<file path="config.mk">
export PLATFORM = sky130hd
export DESIGN_NAME = uart_frame_rx
export DESIGN_NICKNAME = d
export VERILOG_FILES = /design/src/rtl/uart_frame_pkg.sv /design/src/rtl/uart_frame_rx_gap_timer.sv /design/src/rtl/uart_frame_rx.sv
export SDC_FILE = /design/constraint.sdc
export NUM_CORES = 1
export LEC_CHECK = 0
export ABC_AREA = 1
export BUFFER_PORTS_ARGS = -buffer_cell sky130_fd_sc_hd__buf_2
export CORE_ASPECT_RATIO = 1.25
export CORE_MARGIN = 1
export CORE_UTILIZATION = 60
export DETAILED_ROUTE_END_ITERATION = 12
export HOLD_SLACK_MARGIN = 0.05
export PLACE_DENSITY_LB_ADDON = 0.05
export SYNTH_ARGS = -nofsm -noshare
export SYNTH_HDL_FRONTEND = slang
export SYNTH_SLANG_ARGS = --single-unit
export TNS_END_PERCENT = 5
</file>
<file path="constraint.sdc">
create_clock -name i_clk -period 3 [get_ports i_clk]
set_clock_uncertainty 0.05 [all_clocks]
set_input_delay 0.6 -clock i_clk [delete_from_list [all_inputs] [get_ports i_clk]]
set_output_delay 0.6 -clock i_clk [all_outputs]
set_load 0.05 [all_outputs]
</file>
<file path="src/rtl/uart_frame_pkg.sv">
// Shared types and constants for the UART byte-stream frame parser.
// Holds the parser state encoding, the error cause codes and the default terminator.
package uart_frame_pkg;

    localparam logic [7:0] DEFAULT_TERMINATOR = 8'h0A;
    localparam int unsigned FRAME_COUNT_W     = 8;
    localparam int unsigned ERR_CODE_W        = 2;

    typedef enum logic [1:0] {
        ST_IDLE    = 2'd0,
        ST_PAYLOAD = 2'd1,
        ST_TERM    = 2'd2,
        ST_RESYNC  = 2'd3
    } frame_state_e;

    typedef enum logic [ERR_CODE_W-1:0] {
        ERR_NONE     = 2'd0,
        ERR_BAD_TERM = 2'd1,
        ERR_TIMEOUT  = 2'd2,
        ERR_BREAK    = 2'd3
    } frame_err_e;

    // The gap timer only runs while a frame is partially assembled.
    function automatic logic in_frame(input frame_state_e st);
        return (st == ST_PAYLOAD) || (st == ST_TERM);
    endfunction

endpackage

</file>
<file path="src/rtl/uart_frame_rx_gap_timer.sv">
// Inter-byte gap timer: counts enabled cycles since the last clear and flags
// the cycle in which the count is about to reach the limit.
module uart_gap_timer #(
    parameter int unsigned CNT_W = 19
) (
    input  logic             i_clk,
    input  logic             i_resetn,
    input  logic             i_clear,
    input  logic             i_enable,
    input  logic [CNT_W-1:0] i_limit,
    output logic             o_expired_c
);

    logic [CNT_W-1:0] cnt_q;
    logic [CNT_W-1:0] cnt_d;

    // Held at zero when disabled; saturates at the limit.
    always_comb begin
        cnt_d = cnt_q;
        if (i_clear || !i_enable) begin
            cnt_d = '0;
        end else if (cnt_q != i_limit) begin
            cnt_d = CNT_W'(cnt_q + CNT_W'(1));
        end
    end

    always_ff @(posedge i_clk or negedge i_resetn) begin
        if (!i_resetn) begin
            cnt_q <= '0;
        end else begin
            cnt_q <= cnt_d;
        end
    end

    // A clear in the same cycle wins, so a late byte is never flagged.
    assign o_expired_c = i_enable && !i_clear && (cnt_q == CNT_W'(i_limit - CNT_W'(1)));

endmodule

</file>
<file path="src/rtl/uart_frame_rx.sv">
// Frame parser behind uart_rx: assembles PAYLOAD_BYTES binary bytes plus a
// terminator into one word, flags bad terminators, gaps and breaks, and resyncs.
module uart_frame_rx
    import uart_frame_pkg::*;
#(
    parameter int unsigned PAYLOAD_BYTES  = 3,
    parameter logic [7:0]  TERMINATOR     = DEFAULT_TERMINATOR,
    parameter int unsigned TIMEOUT_CYCLES = 270000
) (
    input  logic                       i_clk,
    input  logic                       i_resetn,
    input  logic                       i_rx_valid,
    input  logic [7:0]                 i_rx_data,
    input  logic                       i_rx_break,
    output logic [8*PAYLOAD_BYTES-1:0] o_frame_data,
    output logic                       o_frame_valid,
    output logic                       o_frame_error,
    output logic [ERR_CODE_W-1:0]      o_err_code,
    output logic                       o_busy,
    output logic [FRAME_COUNT_W-1:0]   o_frame_count
);

    localparam int unsigned DATA_W = 8 * PAYLOAD_BYTES;
    localparam int unsigned IDX_W  = 3;
    localparam int unsigned CNT_W  = $clog2(TIMEOUT_CYCLES + 1);

    frame_state_e               state_q, state_d;
    logic [IDX_W-1:0]           idx_q, idx_d;
    logic [DATA_W-1:0]          shift_q, shift_d;
    logic [DATA_W-1:0]          data_q, data_d;
    logic                       valid_q, valid_d;
    logic                       error_q, error_d;
    frame_err_e                 err_code_q, err_code_d;
    logic                       busy_q, busy_d;
    logic [FRAME_COUNT_W-1:0]   count_q, count_d;

    logic                       timer_en_c;
    logic                       timer_expired_c;
    logic [DATA_W-1:0]          shifted_c;
    logic [IDX_W-1:0]           idx_inc_c;

    assign timer_en_c = in_frame(state_q);
    assign shifted_c  = DATA_W'({shift_q, i_rx_data});
    assign idx_inc_c  = IDX_W'(idx_q + IDX_W'(1));

    uart_gap_timer #(
        .CNT_W (CNT_W)
    ) u_gap_timer (
        .i_clk       (i_clk),
        .i_resetn    (i_resetn),
        .i_clear     (i_rx_valid),
        .i_enable    (timer_en_c),
        .i_limit     (CNT_W'(TIMEOUT_CYCLES)),
        .o_expired_c (timer_expired_c)
    );

    // Next-state: break beats byte, byte beats timeout.
    always_comb begin
        state_d    = state_q;
        idx_d      = idx_q;
        shift_d    = shift_q;
        data_d     = data_q;
        valid_d    = 1'b0;
        error_d    = 1'b0;
        err_code_d = err_code_q;
        count_d    = count_q;

        if (i_rx_break) begin
            if (state_q != ST_IDLE) begin
                error_d    = 1'b1;
                err_code_d = ERR_BREAK;
                state_d    = ST_IDLE;
                idx_d      = '0;
            end
        end else if (i_rx_valid) begin
            unique case (state_q)
                ST_IDLE: begin
                    shift_d = shifted_c;
                    idx_d   = IDX_W'(1);
                    state_d = (PAYLOAD_BYTES == 1) ? ST_TERM : ST_PAYLOAD;
                end
                ST_PAYLOAD: begin
                    shift_d = shifted_c;
                    idx_d   = idx_inc_c;
                    if (idx_inc_c == IDX_W'(PAYLOAD_BYTES)) begin
                        state_d = ST_TERM;
                    end
                end
                ST_TERM: begin
                    idx_d = '0;
                    if (i_rx_data == TERMINATOR) begin
                        data_d  = shift_q;
                        valid_d = 1'b1;
                        count_d = FRAME_COUNT_W'(count_q + FRAME_COUNT_W'(1));
                        state_d = ST_IDLE;
                    end else begin
                        error_d    = 1'b1;
                        err_code_d = ERR_BAD_TERM;
                        state_d    = ST_RESYNC;
                    end
                end
                ST_RESYNC: begin
                    if (i_rx_data == TERMINATOR) begin
                        state_d = ST_IDLE;
                    end
                end
                default: state_d = ST_IDLE;
            endcase
        end else if (timer_expired_c) begin
            error_d    = 1'b1;
            err_code_d = ERR_TIMEOUT;
            state_d    = ST_IDLE;
            idx_d      = '0;
        end

        busy_d = (state_d != ST_IDLE);
    end

    always_ff @(posedge i_clk or negedge i_resetn) begin
        if (!i_resetn) begin
            state_q    <= ST_IDLE;
            idx_q      <= '0;
            shift_q    <= '0;
            data_q     <= '0;
            valid_q    <= 1'b0;
            error_q    <= 1'b0;
            err_code_q <= ERR_NONE;
            busy_q     <= 1'b0;
            count_q    <= '0;
        end else begin
            state_q    <= state_d;
            idx_q      <= idx_d;
            shift_q    <= shift_d;
            data_q     <= data_d;
            valid_q    <= valid_d;
            error_q    <= error_d;
            err_code_q <= err_code_d;
            busy_q     <= busy_d;
            count_q    <= count_d;
        end
    end

    assign o_frame_data  = data_q;
    assign o_frame_valid = valid_q;
    assign o_frame_error = error_q;
    assign o_err_code    = err_code_q;
    assign o_busy        = busy_q;
    assign o_frame_count = count_q;

endmodule
</file>
==> impl_results.md <==
- Share of the synthesized area in the top cell type: a little under three fifths
- Worst Path Buf+Inv: 4
- WL/cell: 12.3 um
- Longest Clk Path Bufs: 2
- Number of global-route vias before repair: 2946
- Post-Syn Area: 3840 um2
- Die W: 73.5 um
- Final hold violations: 0
- Worst slew pin tran: approximately 0.6 ns
- P_leak: between 0.002 and 0.0025 uW
- CTS buffer count: 9
- CP dominant cell by count: nand2_1
- Detailed Route WL: 7.29 mm
- Die Height: 91.4 um
- Status: completed
- Slew headroom: 58.9%
- Crit-path leading delay family: simple AND/OR/NAND/NOR gates
- Worst Path Arrival: 2.29 ns
- Worst-path fanout max: 14
- Reg2Reg Setup Slack: ~0.91 ns
- Number of register bits inferred by synthesis: 85
- Synth area leader: dfrtp_1
- CTS tree: yes
- Routability cong.: 0.903
- Synth area leaders: dfrtp_1 55%, nand2_1 13%, o21ai_1 5.1%
- Fin crit period: 2.09 ns
- Root buffer cell: clkbuf_8
- WP data required: 3.20 ns
- Worst VDD drop: 0.000342 V
- RSZ-0062 raised after global routing: false
- Initial antenna violation count: 0
- Pins over their slew limit: 0
- Num rows: 32
- Initial Utilization: 62.2%
- Post_cts resized: 0
- Hpwl dp: between 5 and 6 mm
- ANT cells: 0
- Final #Nets: 522
- CP Capture Type: register
- Fmax: 479 MHz
- Setup Buffers After CTS: 0
- Dpl cells: 575
- Most frequent cell after synthesis: nand2_1
- DRT antenna net count: 0
- Area grow syn2layout: 14.5%
- Clock-pin slew on the worst setup and hold paths: 0.09 ns
- DR DRC count: 0
- Dominant synthesized flop cell: dfrtp_1
- Worst-skew pair later-pin latency: 0.36 ns
- Fin crit share: 69.6%
- Final number of setup-violating endpoints: 0
- Number of buffers added on ports: 48
- IO Count: 49
- Crit path launch type: register
- Overflow after GRT: 0
- Post-Layout Cell Count: a little under 600
- Syn Inst Count: about 450
- Async S/R FF share, synth: 100%
- Hold-fix buffers at CTS: 0
- Die area: 6720 um2
- Max-Cap Viols: 0
- Share of post-route cells with drive strength above 1: 17.8%
- Setup TNS: 0 ns
- EDFF count, synth: 0
- First-pass GRT wire length: approximately 13 mm
- Path type of the worst setup path: register to register
- Hold Crit Class: input pin to asynchronous set/reset pin
- Gr usage total: 24.4%
- Largest net degree at the start of global routing: between 50 and 60
- H-tree depth: 3
- Util after Layout: between 70% and 80%
- Syn Nets: 470
- Worst path slowest cell: dfrtp_1
- Commonest cells post-synth: 134 x nand2_1, 85 x dfrtp_1, 51 x inv_1
- 1st-iter DRT viols: 144
- Distinct cells, synth: 31
- Cell Pwr Density: 571 nW/um2
- Yosys warns: 0
- Hold Slack: 0.202 ns
- DR pass1 iterations: 4
- Vias per cell: approximately 5
- Seq/Total Area, Yosys: 55.4%
- Worst-path cell chain: inv_1, ha_1, inv_2, nor2_2, buf_4, nand2_1, nor2_1, nand3_1, nand2_2, nand2_1, nand2_1, nand2_1, inv_2, nand2_1
- Pwr Total: approximately 2500 uW
- Syn avg cell area: 8.55 um2
- CTS Sinks: 85
- Core area: 6170 um2
- DR vias: 2978
- Worst path max stage delay: 0.44 ns
power breakdown:
group | total [uW] | internal [uW] | switching, uW
registers | 1310 | 1250 | 58.1
logic | 301 | 93.3 | 207
clock network | 897 | 495 | 403
per-layer routing:
layer  global-route usage [%]  vias up  wire [um]
met4                     9.13        0        127
met3                     6.55       11        251
li1                         -     1513          -
met1                     28.5     1404       3150
met5                        0        -          0
met2                     41.8       50       3770
kinds of logic (layout without fill, tap and decap cells):
group                    after synthesis  in the layout  synth area share (%)
XOR/XNOR                              13             13                  2.97
flip-flops                            85             85                  55.4
AO/OA/AOI/OAI                         66             66                  9.03
AND/OR/NAND/NOR                      201            201                  21.8
buffers and inverters                 75            132                  7.86
adder cells (fa/ha/maj)                9              9                  2.93
metrics by stage:
| step | instance area (um2) | worst slack (ns) |
|---|---|---|
| final | 4390 | 0.913 |
| after CTS | 4390 | 0.908 |
| after floorplan | 3840 | 1.32 |
| after detailed placement | 4170 | 1.02 |
| after global placement | 4170 | 1.08 |
| after global routing | 4390 | 0.743 |
state kept, by name (all words and copies together) (netlist names):
name,flops
shift_q,24
state_q,2
o_frame_count,8
u_gap_timer.cnt_q,19
o_frame_valid,1
idx_q,3
o_frame_error,1
o_err_code,2
o_frame_data,24
o_busy,1
placed cells by master (no fill, tap or decap), drive strengths merged, types with 2 or more instances in the layout:
| cell type | count |
|---|---|
| nor3 | 9 |
| bufinv | 2 |
| nor2 | 32 |
| nand4 | 4 |
| ha | 9 |
| xor2 | 10 |
| inv | 63 |
| nand3 | 17 |
| nand2 | 137 |
| o21ai | 49 |
| buf | 53 |
| dfrtp | 85 |
| xnor2 | 3 |
| a21oi | 11 |
| clkbuf | 11 |
| clkinv | 3 |
layout make-up:
type	instances	area, um2
well taps	85	106
clock inverters	5	82.6
flip-flops and latches	85	2130
fillers	509	1770
repair buffers	53	280
inverters	63	236
clock buffers	11	141
multi-input cells	289	1420
path summary, 6_finish.rpt:
path	start	depth (start not counted)	end
worst max-delay path	state_q[1]	14	o_busy
worst min-delay path	i_resetn	1	o_frame_data[14]
worst max register to register	state_q[1]	14	o_busy
worst min register to register	o_frame_data[21]	2	o_frame_data[21]
max in group asynchronous	i_resetn	2	shift_q[23]
min in group i_clk	o_frame_data[21]	2	o_frame_data[21]
Power figures use the tool's default switching activity.
